## src/rtl/serial_adder_pkg.sv

```systemverilog
// Shared definitions for the digit-serial adder/subtractor.
package serial_adder_pkg;

    // State encodings.
    localparam logic [1:0] IDLE = 2'b00;
    localparam logic [1:0] RUN  = 2'b01;
    localparam logic [1:0] DONE = 2'b10;

    typedef enum logic [1:0] {
        StIdle = IDLE,
        StRun  = RUN,
        StDone = DONE
    } state_e;

    // Step counter width: clog2(steps), but never narrower than one bit.
    function automatic int unsigned cnt_width(input int unsigned steps);
        return (steps <= 1) ? 1 : $clog2(steps);
    endfunction

endpackage

```

## src/rtl/serial_adder_digit_adder.sv

```systemverilog
// Combinational DIGIT-bit ripple-carry adder built from full-adder cells.
module serial_adder_digit_adder #(
    parameter int unsigned DIGIT = 4
) (
    input  logic [DIGIT-1:0] a,
    input  logic [DIGIT-1:0] b,
    input  logic             ci,
    output logic [DIGIT-1:0] sum,
    output logic             co,
    output logic             c_msb   // carry into the top bit, for signed overflow
);

    logic [DIGIT:0] c;

    // Ripple the carry through one full-adder cell per bit.
    always_comb begin
        c    = '0;
        sum  = '0;
        c[0] = ci;
        for (int i = 0; i < int'(DIGIT); i++) begin
            sum[i]  = a[i] ^ b[i] ^ c[i];
            c[i+1]  = (a[i] & b[i]) | (a[i] & c[i]) | (b[i] & c[i]);
        end
        co    = c[DIGIT];
        c_msb = c[DIGIT-1];
    end

endmodule

```

## src/rtl/serial_adder.sv

```systemverilog
// Multi-cycle adder/subtractor processing DIGIT bits per clock with a registered carry.
module serial_adder
    import serial_adder_pkg::*;
#(
    parameter int unsigned WIDTH = 16,
    parameter int unsigned DIGIT = 4
) (
    input  logic             clk,
    input  logic             rst_n,
    input  logic             start,
    input  logic             sub,
    input  logic [WIDTH-1:0] a,
    input  logic [WIDTH-1:0] b,
    input  logic             cin,
    output logic             busy,
    output logic             done,
    output logic [WIDTH-1:0] s,
    output logic             cout,
    output logic             ovf
);

    localparam int unsigned STEPS = WIDTH / DIGIT;
    localparam int unsigned CW    = cnt_width(STEPS);
    localparam logic [CW-1:0] LAST = CW'(STEPS - 1);

    state_e           state_q, state_d;
    logic [WIDTH-1:0] a_q, a_d;
    logic [WIDTH-1:0] b_q, b_d;
    logic [WIDTH-1:0] s_q, s_d;
    logic [CW-1:0]    cnt_q, cnt_d;
    logic             carry_q, carry_d;
    logic             cout_q, cout_d;
    logic             ovf_q, ovf_d;

    logic [DIGIT-1:0] dsum;
    logic             dco;
    logic             dcmsb;

    serial_adder_digit_adder #(
        .DIGIT (DIGIT)
    ) u_digit (
        .a     (a_q[DIGIT-1:0]),
        .b     (b_q[DIGIT-1:0]),
        .ci    (carry_q),
        .sum   (dsum),
        .co    (dco),
        .c_msb (dcmsb)
    );

    // Next-state logic: operand capture on accepted start, one digit per RUN cycle.
    always_comb begin
        state_d = state_q;
        a_d     = a_q;
        b_d     = b_q;
        s_d     = s_q;
        cnt_d   = cnt_q;
        carry_d = carry_q;
        cout_d  = cout_q;
        ovf_d   = ovf_q;
        unique case (state_q)
            StIdle, StDone: begin
                if (start) begin
                    a_d     = a;
                    b_d     = sub ? ~b : b;
                    carry_d = sub ? 1'b1 : cin;
                    cnt_d   = '0;
                    state_d = StRun;
                end else begin
                    state_d = StIdle;
                end
            end
            StRun: begin
                a_d     = a_q >> DIGIT;
                b_d     = b_q >> DIGIT;
                // New digit enters at the top so the LSB digit ends up at bit 0.
                s_d     = (s_q >> DIGIT) | (WIDTH'(dsum) << (WIDTH - DIGIT));
                carry_d = dco;
                if (cnt_q == LAST) begin
                    cout_d  = dco;
                    ovf_d   = dco ^ dcmsb;
                    state_d = StDone;
                end else begin
                    cnt_d = cnt_q + CW'(1);
                end
            end
            default: state_d = StIdle;
        endcase
    end

    // State and datapath registers with asynchronous clear.
    always_ff @(posedge clk or negedge rst_n) begin
        if (!rst_n) begin
            state_q <= StIdle;
            a_q     <= '0;
            b_q     <= '0;
            s_q     <= '0;
            cnt_q   <= '0;
            carry_q <= 1'b0;
            cout_q  <= 1'b0;
            ovf_q   <= 1'b0;
        end else begin
            state_q <= state_d;
            a_q     <= a_d;
            b_q     <= b_d;
            s_q     <= s_d;
            cnt_q   <= cnt_d;
            carry_q <= carry_d;
            cout_q  <= cout_d;
            ovf_q   <= ovf_d;
        end
    end

    assign busy = (state_q == StRun);
    assign done = (state_q == StDone);
    assign s    = s_q;
    assign cout = cout_q;
    assign ovf  = ovf_q;

endmodule

```

## config.mk

```make
export PLATFORM = sky130hd
export DESIGN_NAME = serial_adder
export DESIGN_NICKNAME = d
export VERILOG_FILES = /design/src/rtl/serial_adder_pkg.sv /design/src/rtl/serial_adder_digit_adder.sv /design/src/rtl/serial_adder.sv
export SDC_FILE = /design/constraint.sdc
export NUM_CORES = 1
export LEC_CHECK = 0
export BUFFER_PORTS_ARGS = -buffer_cell sky130_fd_sc_hd__buf_4
export CAP_MARGIN = 10
export CORE_AREA = 5 5 57 98
export CTS_BUF_LIST = sky130_fd_sc_hd__clkbuf_8
export CTS_CLUSTER_DIAMETER = 80
export DETAILED_ROUTE_END_ITERATION = 6
export DIE_AREA = 0 0 62 103
export PLACE_DENSITY = 0.83
export SYNTH_ARGS = -nofsm -noshare
export SYNTH_HDL_FRONTEND = slang
export SYNTH_HIERARCHICAL = 1
export SYNTH_SLANG_ARGS = --single-unit
```

## constraint.sdc

```tcl
create_clock -name clk -period 2.7 [get_ports clk]
set_input_delay 0.27 -clock clk [delete_from_list [all_inputs] [get_ports clk]]
set_output_delay 0.27 -clock clk [all_outputs]
set_load 0.005 [all_outputs]
```

==> impl_metrics.csv, run 1 <==
group,metric,value,unit
floorplan,core_region_area,4765,um^2
timing,finalMaxSlewViolations,0,
clock_network,cts.sinks,55,
synthesis,synth_ff_type,"dfrtp_1",
timing,worst_slack,483.7,ps
global_route,grt_max_degree,56,
synthesis,ys_warn_count,6,
timing,tightest_slew,983.3,ps
synthesis,synth_area,2495,um^2
timing,finalSetupViolCount,0,
routing,vias_per_cell,5.405,
critical_path,r2r-start,"carry_q",
place,dpl_cell_area,2898,um^2
clock_network,clock-root-buffer,"clkbuf_8",
cells_and_area,num-fill-cells,417,
timing,post-route-period-util,82.09,%
critical_path,start_kind,"flop",
timing,rsz0062_at_grt,"no",
synthesis,ys_ff_latch,55,
outcome,failed_checks,"negative hold slack",
cells_and_area,drive_above_1_share,24.22,%
timing,finClkSkew,4.731,ps
cells_and_area,area_growth,20.86,%
synthesis,synth.most_common_cell,"nand2_1",
critical_path,cp.arrival,2410,ps
cells_and_area,stdcell_area,3015,um^2
synthesis,synth_nets,281,
synthesis,synth.area.top_cells,"dfrtp_1, nand2_1, a221o_1",
synthesis,synth_commonest_cells,"nand2_1, dfrtp_1, nor2_1, a221o_1, xnor2_1",
timing,setup_tns,0,ps
place,port_buffers,56,
routing,drt_pass1_iterations,4,
floorplan,rows,34,
job,drv_cap,0,
timing,hold_viol,10,
floorplan,start_util,52.36,%
pwr,p_leak,1.545,nW
outcome,status,"finished, violations left",
place,gp_congestion,0.8283,
cells_and_area,fin_nets,330,
routing,drt_iter0_markers,95,
cells_and_area,num_antenna_cells,0,
critical_path,r2r_end,"carry_q",
floorplan,die_h,103,um
synthesis,yosysSeqAreaShare,55.17,%
clock_network,hold_buffers,0,
clock_network,clock_latency,300,ps
floorplan,die_area,6386,um^2
timing,fmax,0.4512,GHz
hold_path,hold_class,"input port to async pin",
clock_network,cts_inserted_buffers,5,
synthesis,syn_inst,239,
place,placedCellCount,335,
timing,relSlewSlack,34.45,%
critical_path,r2r_cells,9,
global_route,grt_pass1_vias,1794,
routing,wl_per_cell,14.70,um
pwr,powerDensity,1140,nW/um^2
floorplan,io_pins,57,
place,hpwlAfterDp,3.599,mm
timing,whs,-12.17,ps
critical_path,worstPathRequired,2890,ps
clock_network,htreeDepth,2,
place,dp_slack,485.9,ps
critical_path,worst-setup-path-type,"flop to flop",
synthesis,synth_edf_count,0,
timing,fin_crit,2216,ps
synthesis,synth_area_per_cell,10.44,um^2
critical_path,r2r_slack,480,ps
synthesis,synth_top_cell_area_share,55.17,%
clock_network,cts_post_setup_buffers_inserted,0,
synthesis,async_flop_share,100.0,%
routing,wl,5.041,mm
routing,num_vias,1854,
clock_network,cts_resized,0,
global_route,overflow,0,
routing,drc_errors,0,
synthesis,yosys.cell_types.count,29,
routing,ant_nets,0,
floorplan,die_x,62,um
critical_path,cp_max_fo,3,
cells_and_area,fin_cells,343,
critical_path,end_kind,"flop",
synthesis,yosys.area.top_type,"dfrtp_1",
critical_path,worstSetupStartpoint,"carry_q",
pwr,vdd_drop_max,0.7568,mV
global_route,antenna_found_initial,0,
clock_network,cts_tree,"built",
global_route,track_usage,17.23,%
clock_network,clockBufferDepth,2,
global_route,grt_pass1_wl,8.252,mm
clock_network,clkSlewWorstSetupHoldPaths,90,ps
==> state kept, by name (all words and copies together), names as in the netlist <==
register / count
ovf: 1
b_q: 16
cnt_q: 2
state_q: 2
cout: 1
a_q: 16
carry_q: 1
s: 16
==> how the worst max path moves through the flow <==
stage               depth (start not counted)  slack (ps)       to
finish                                      9         480  carry_q
global route                                9         340  carry_q
CTS                                         9         470  carry_q
detailed placement                          9         490  carry_q
global placement                            9         570  carry_q
floorplan                                   9         610  carry_q
==> through the flow <==
stage / util, % / total power [W]
2_1_floorplan: - / 0.002453
3_3_place_gp: 60.82 / 0.002845
3_5_place_dp: 60.82 / 0.002929
4_1_cts: 63.29 / 0.003485
5_1_grt: 63.29 / 0.003735
6_report: 63.29 / 0.003437
==> logic make-up after synthesis <==
family | count (synthesis) | synth area share [%]
AND/OR/NAND/NOR | 95 | 16.05
flip-flops | 55 | 55.17
AO/OA/AOI/OAI | 38 | 12.74
buffers and inverters | 28 | 5.918
XOR/XNOR | 17 | 5.968
adder cells (fa/ha/maj) | 5 | 3.711
multiplexers | 1 | 0.4513
==> layer usage <==
| layer | global-route usage, % | wire [um] |
|---|---|---|
| met1 | 21.47 | 1924 |
| met2 | 29.23 | 2758 |
| met3 | 3.759 | 291 |
| met4 | 4.902 | 67 |
| met5 | 0 | 0 |
==> power by group <==
| group | total, W | internal [W] | switching, W | leakage, nW |
|---|---|---|---|---|
| combinational | 0.00145 | 0.000658 | 0.000793 | 0.788 |
| clock | 0.000554 | 0.000300 | 0.000254 | 0.0612 |
| sequential | 0.00143 | 0.00120 | 0.000236 | 0.696 |
| total | 0.00344 | 0.00215 | 0.00128 | 1.55 |
==> layout by cell type (no fill, tap or decap), types with 8 or more instances in the layout <==
master and count:
nor2_1 14, buf_4 58, a22o_1 8, a221o_1 13, xnor2_1 13, a22oi_1 12, nand3_1 12, dfrtp_1 55
inv_1 11, nand2_1 61
==> cell type report <==
class / instances / area (um^2) / share of cell area, %
timing repair buffer: 58 / 435.4 / 14.44
multi-input combinational: 156 / 970.9 / 32.20
clock inverter: 2 / 35.03 / 1.162
inverter: 12 / 47.55 / 1.577
tap: 54 / 67.56 / 2.241
sequential: 55 / 1376 / 45.64
clock buffer: 6 / 82.58 / 2.739
==> critical path, cell delays in order (launching register included) <==
cell     delay [ps]
dfrtp_1         410
inv_1            80
fa_1            160
inv_1            50
fa_1            380
fa_1            410
inv_1            90
fa_1            160
inv_1            60
a221o_1         320
No activity file was read; power rests on OpenSTA's default activity.
==> inputs of run 2 (changes only) <==
==> constraint.sdc (replaced) <==
create_clock -name clk -period 2.05 [get_ports clk]
set_input_delay 0.205 -clock clk [delete_from_list [all_inputs] [get_ports clk]]
set_output_delay 0.205 -clock clk [all_outputs]
set_load 0.005 [all_outputs]
==> run 2 against run 1 <==
The flow finishes with violations (negative setup slack). Clock skew grew 3.2 ps. Combinational power up 41%. Flip-flop and latch count is the same. Critical endpoint unchanged. Die area did not move. Sequential share of layout area decreased by 0.91 points. Routed wire length increased by 0.22%. Register-to-register slack got worse by 560 ps. Clock power is 32% higher. Cell count grew 1.7%. Highest routed layer unchanged.
==> impl_metrics.csv, run 2 (synthesis results as in run 1) <==
group,metric,value,unit
outcome,status,"finished, violations left",
outcome,failed_checks,"negative setup slack",
clock_network,cts.sinks,55,
critical_path,cp_max_fo,3,
place,dp_slack,-91.20,ps
timing,rsz0062_at_grt,"yes",
timing,worst_slack,-78.01,ps
timing,finClkSkew,7.899,ps
routing,drc_errors,0,
routing,drt_pass1_iterations,4,
global_route,grt_pass1_wl,8.728,mm
cells_and_area,final_common_cell,"buf_4",
routing,vias_per_cell,5.338,
global_route,overflow,0,
floorplan,core_region_area,4765,um^2
cells_and_area,fin_cells,349,
global_route,grt_max_degree,56,
critical_path,max_stage_delay,400,ps
critical_path,worstPathRequired,2250,ps
place,hpwlAfterDp,3.546,mm
cells_and_area,num-fill-cells,410,
floorplan,start_util,52.36,%
floorplan,io_pins,57,
critical_path,worst-setup-path-type,"flop to flop",
place,gp_congestion,0.7959,
timing,fmax,0.4699,GHz
place,placedCellCount,340,
global_route,grt_pass1_vias,1860,
clock_network,cts_inserted_buffers,5,
timing,finalMaxSlewViolations,0,
pwr,powerDensity,1517,nW/um^2
timing,post-route-period-util,103.8,%
timing,relSlewSlack,44.19,%
pwr,p_leak,1.568,nW
critical_path,cp.arrival,2330,ps
clock_network,clkSlewWorstSetupHoldPaths,90,ps
job,drv_cap,0,
hold_path,hold_class,"input port to flop",
floorplan,die_x,62,um
cells_and_area,fin_nets,336,
cells_and_area,num_antenna_cells,0,
critical_path,cp_slowest_cell,"dfrtp_1",
global_route,track_usage,18.13,%
cells_and_area,area_growth,23.32,%
clock_network,clockBufferDepth,2,
cells_and_area,final_util,64.57,%
timing,tightest_slew,836.2,ps
floorplan,die_area,6386,um^2
place,port_buffers,56,
routing,drt_iter0_markers,96,
clock_network,cts_tree,"built",
routing,ant_nets,0,
timing,fin_crit,2128,ps
clock_network,clock-root-buffer,"clkbuf_8",
routing,wl_per_cell,14.48,um
routing,wl,5.052,mm
floorplan,rows,34,
timing,hold_viol,0,
floorplan,die_h,103,um
critical_path,critical_path.cell_chain,"inv_2, fa_2, inv_2, fa_2, fa_2, inv_2, fa_2, inv_2, a221o_1",
critical_path,end_kind,"flop",
routing,num_vias,1863,
critical_path,start_kind,"flop",
clock_network,clock_latency,300,ps
cells_and_area,drive_above_1_share,28.47,%
global_route,antenna_found_initial,0,
timing,finalSetupViolCount,3,
pwr,vdd_drop_max,1.133,mV
cells_and_area,final_cell_mix,"buf_4, nand2_1, dfrtp_1, nor2_1",
clock_network,htreeDepth,2,
clock_network,cts_post_setup_buffers_inserted,0,
[run 2: changes by cell type in the layout (fill, tap and decap cells not counted), sizes merged]
cell,delta
dlygate4sd3,+1
buf,+5
[run 2: worst paths after layout]
| path | end | slack [ps] | from | cells after the start |
|---|---|---|---|---|
| min in group asynchronous | a_q[14] | 470 | rst_n | 2 |
| worst max-delay path | carry_q | -80 | a_q[0] | 9 |
| worst max register to register | carry_q | -80 | a_q[0] | 9 |
| max in group asynchronous | s[12] | 1120 | rst_n | 2 |
| worst min register to register | s[2] | 480 | s[2] | 2 |
| worst min-delay path | a_q[6] | 110 | a[6] | 3 |
[run 2: cell type report]
| type | instances | area, um^2 | area share, % |
|---|---|---|---|
| Sequential cell | 55 | 1376 | 44.73 |
| Tap cell | 54 | 67.56 | 2.196 |
| Clock buffer | 6 | 82.58 | 2.684 |
| Timing Repair Buffer | 64 | 483.0 | 15.70 |
| Inverter | 12 | 47.55 | 1.545 |
| Multi-Input combinational cell | 156 | 984.7 | 32.00 |
| Clock inverter | 2 | 35.03 | 1.139 |
[run 2: worst max-delay path, delay by kind of cell, from the launching register on]
kind | cells | cell delay, ps
adder cells (fa/ha/maj) | 4 | 1100
flip-flops | 1 | 400
AO/OA/AOI/OAI | 1 | 300
buffers and inverters | 4 | 220
[run 2: where the power goes]
group	leakage, nW	internal (W)	total, W	switching (W)
Clock	0.0612	0.000395	0.000731	0.000336
Sequential	0.696	0.00157	0.00190	0.000322
Combinational	0.810	0.000963	0.00204	0.00108
Total	1.57	0.00293	0.00467	0.00174
[run 2: what timing repair did]
item                                   CTS  global route
endpoints found under the hold margin   55             0
resized for setup                        8             1
hold buffers                             1             0
setup endpoints to repair                4             4
pin swaps                                0             1
[run 2: metal layers]
layer  GRT usage (%)  vias to the layer above  wire (um)
li1                -                      904          -
met1           23.36                      888       1921
met2           29.47                       65       2736
met3           3.885                        6        305
met4           6.373                        0         88
met5               0                        -          0
[run 2: per-stage QoR]
step	setup TNS [ps]	power (W)	cell area, um^2	hold WS [ps]
global route	-429.6	0.005083	3077	100.7
global placement	-30.19	0.003814	2938	282.1
finish	-174.1	0.004668	3077	111.0
detailed placement	-281.3	0.003914	2938	288.9
CTS	-167.8	0.004704	3073	105.2
floorplan	0	0.003236	2497	-90.59
==> inputs of run 3 (changes only) <==
--- a/config.mk
+++ b/config.mk
@@ -5,14 +5,15 @@
 export SDC_FILE = /design/constraint.sdc
 export NUM_CORES = 1
 export LEC_CHECK = 0
+export ABC_AREA = 1
 export BUFFER_PORTS_ARGS = -buffer_cell sky130_fd_sc_hd__buf_4
 export CAP_MARGIN = 10
-export CORE_AREA = 5 5 57 98
-export CTS_BUF_LIST = sky130_fd_sc_hd__clkbuf_8
+export CORE_AREA = 5 5 60 103
+export CTS_BUF_LIST = sky130_fd_sc_hd__clkbuf_16
 export CTS_CLUSTER_DIAMETER = 80
 export DETAILED_ROUTE_END_ITERATION = 6
-export DIE_AREA = 0 0 62 103
-export PLACE_DENSITY = 0.83
+export DIE_AREA = 0 0 65 108
+export PLACE_DENSITY = 0.81
 export SYNTH_ARGS = -nofsm -noshare
 export SYNTH_HDL_FRONTEND = slang
 export SYNTH_HIERARCHICAL = 1
==> run 3 against run 2 <==
The run still ends with negative setup slack left. Register-to-register slack about the same. Global-route usage up 1.3 points. Non-clock buffer count up 5. Flip-flop and latch count unchanged. Clock skew down 4.6 ps. Core utilization up 1.4 points. Sequential share of layout area down 4.7 points. Combinational power up 15%. Total power up 14%. Worst hold slack better by 2.3 ps. Largest power group unchanged.
==> impl_metrics.csv, run 3 <==
group,metric,value,unit
outcome,status,"finished, violations left",
outcome,failed_checks,"negative setup slack",
synthesis,ys_ff_latch,55,
synthesis,synth_edf_count,0,
global_route,use_met2,36.34,%
synthesis,synth_compound_area_share,1.638,%
pwr,p_leak,1.928,nW
clock_network,clock_latency,290,ps
cells_and_area,num_antenna_cells,0,
clock_network,clkSlewWorstSetupHoldPaths,70,ps
global_route,grt.met3_usage,3.326,%
routing,drt_iter0_markers,149,
synthesis,synthMuxAreaShare,0,%
routing,vias_per_cell,5.148,
cells_and_area,final_cell_mix,"nand2_1, buf_4, nand3_1, dfrtp_1, inv_1",
global_route,grt_pass1_wl,10.58,mm
synthesis,synth_area_per_cell,7.639,um^2
synthesis,yosys.cell_types.count,17,
global_route,antenna_found_initial,0,
critical_path,cp_slowest_cell,"fa_2",
critical_path,max_stage_delay,440,ps
synthesis,synthSimpleGateAreaFrac,34.17,%
place,dp_slack,-65.58,ps
global_route,grt_busiest_layer,"met2",
critical_path,worstPathRequired,2280,ps
cells_and_area,drive_above_1_share,22.73,%
global_route,grt_max_degree,56,
timing,relSlewSlack,54.61,%
timing,worst_slack,-81.05,ps
timing,finClkSkew,3.347,ps
clock_network,cts.sinks,55,
timing,finalMaxSlewViolations,0,
routing,ant_nets,0,
floorplan,core_region_area,5211,um^2
timing,fin_crit,2131,ps
floorplan,io_pins,57,
synthesis,synth_commonest_cells,"nand2_1, nand3_1, dfrtp_1, inv_1, buf_2",
routing,wl_per_cell,13.13,um
floorplan,die_x,65,um
routing,wl,6.211,mm
global_route,grt_pass1_vias,2400,
timing,rsz0062_at_grt,"yes",
synthesis,async_flop_share,100.0,%
critical_path,critPathTopFamily,"adder cells",
synthesis,synth_ff_type,"dfrtp_1",
clock_network,clock-root-buffer,"clkbuf_16",
place,port_buffers,56,
critical_path,cp_max_fo,2,
pwr,powerDensity,1545,nW/um^2
cells_and_area,final_common_cell,"nand2_1",
synthesis,synth_xor_area_share,0.3185,%
synthesis,synth.most_common_cell,"nand2_1",
pwr,vdd_drop_max,0.7802,mV
critical_path,end_kind,"flop",
critical_path,critical_path.cell_chain,"inv_2, fa_2, inv_2, fa_2, fa_2, inv_2, fa_2, inv_2, nand2_1, nand2_1",
clock_network,cts_inserted_buffers,5,
synthesis,synth.area.top_cells,"dfrtp_1, nand2_1, nand3_1",
hold_path,hold_class,"input port to flop",
cells_and_area,fin_nets,459,
synthesis,ys_warn_count,6,
synthesis,yosys.area.top_type,"dfrtp_1",
floorplan,rows,35,
synthesis,synth_nets,402,
job,drv_cap,0,
critical_path,start_kind,"flop",
clock_network,cts_tree,"built",
global_route,use_met1,21.35,%
clock_network,htreeDepth,2,
pwr,report.power.total,0.005310,W
routing,drt_pass1_iterations,4,
global_route,overflow,0,
timing,tightest_slew,680.9,ps
cells_and_area,area_growth,24.98,%
synthesis,syn_inst,360,
place,hpwlAfterDp,4.218,mm
floorplan,die_h,108,um
floorplan,die_area,7020,um^2
clock_network,clockBufferDepth,2,
floorplan,start_util,52.77,%
synthesis,synth_top_family_by_area,"simple AND/OR/NAND/NOR gates",
timing,hold_viol,0,
critical_path,cp.arrival,2360,ps
timing,post-route-period-util,104.0,%
critical_path,worst-setup-path-type,"flop to flop",
critical_path,cp_num_buf_inv,4,
timing,finalSetupViolCount,1,
timing,fmax,0.4693,GHz
routing,drc_errors,0,
routing,num_vias,2435,
synthesis,synth_area,2750,um^2
place,gp_congestion,0.7484,
synthesis,synth_top_cell_area_share,50.05,%
synthesis,yosysSeqAreaShare,50.05,%
synthesis,synthAdderAreaFrac,3.367,%
global_route,track_usage,19.42,%
==> run 3: cell count changes after synthesis, sizes merged, moves of 12 or more <==
cell,before,now
xnor2,13,0
nand2,61,148
inv,12,47
a22oi,12,0
nand3,12,65
a221o,13,0
==> run 3: worst paths after layout <==
check / slack (ps) / depth (start not counted) / start / end
worst min-delay path: 110 / 3 / a[12] / a_q[12]
worst max-delay path: -80 / 10 / a_q[0] / s[15]
worst min register to register: 470 / 2 / b_q[13] / b_q[13]
worst max register to register: -80 / 10 / a_q[0] / s[15]
min in group asynchronous: 480 / 2 / rst_n / cnt_q[1]
max in group asynchronous: 1100 / 2 / rst_n / b_q[2]
==> run 3: area by class of cell <==
type	instances	area (um^2)
Timing Repair Buffer	69	524.3
Tap cell	55	68.82
Clock inverter	3	67.56
Sequential cell	55	1376
Fill cell	460	1774
Multi-Input combinational cell	239	1099
Clock buffer	5	125.1
Inverter	47	176.4
==> run 3: repair_timing <==
action | in CTS | in global routing
buffers inserted | 2 | 3
setup endpoints to repair | 3 | 4
endpoints found under the hold margin | 55 | 0
pin swaps | 3 | 5
hold buffers | 1 | 0
resized for setup | 4 | 8
==> run 3: through the flow <==
step	instance area [um^2]	hold WS (ps)	cells	TNS (ps)	utilization (%)
floorplan	2753	-90.59	360	0	-
global placement	3183	289.8	459	-33.08	61.08
detailed placement	3183	290.5	459	-105.5	61.08
CTS	3403	110.0	470	-241.3	65.31
global route	3437	118.8	473	-232.3	65.95
finish	3437	113.3	473	-81.05	65.95
==> run 3: power by group <==
part | total (W) | leakage (nW) | internal [W] | switching (W)
Sequential | 0.00189 | 0.694 | 0.00159 | 0.000303
Clock | 0.00108 | 0.0900 | 0.000699 | 0.000379
Combinational | 0.00234 | 1.14 | 0.000997 | 0.00134
Total | 0.00531 | 1.93 | 0.00328 | 0.00203
==> run 3: logic make-up after synthesis <==
| group | after synthesis |
|---|---|
| buffers and inverters | 66 |
| adders and majority gates | 5 |
| xor gates and xnor gates | 1 |
| DFF | 55 |
| AOI/OAI and AO/OA | 9 |
| and+or+nand+nor | 224 |
==> run 3: worst min-delay path, cell delays in order <==
cell and delay, ps:
buf_4 70, nand2_1 40, nand2_1 50
==> run 3: layer usage <==
layer	wire length, um	part of all wire, %	up-vias
met2	3393	55	71
met1	2371	38	1145
li1	-	-	1211
met3	326	5.2	8
met4	119	1.9	0
met5	0	0	-
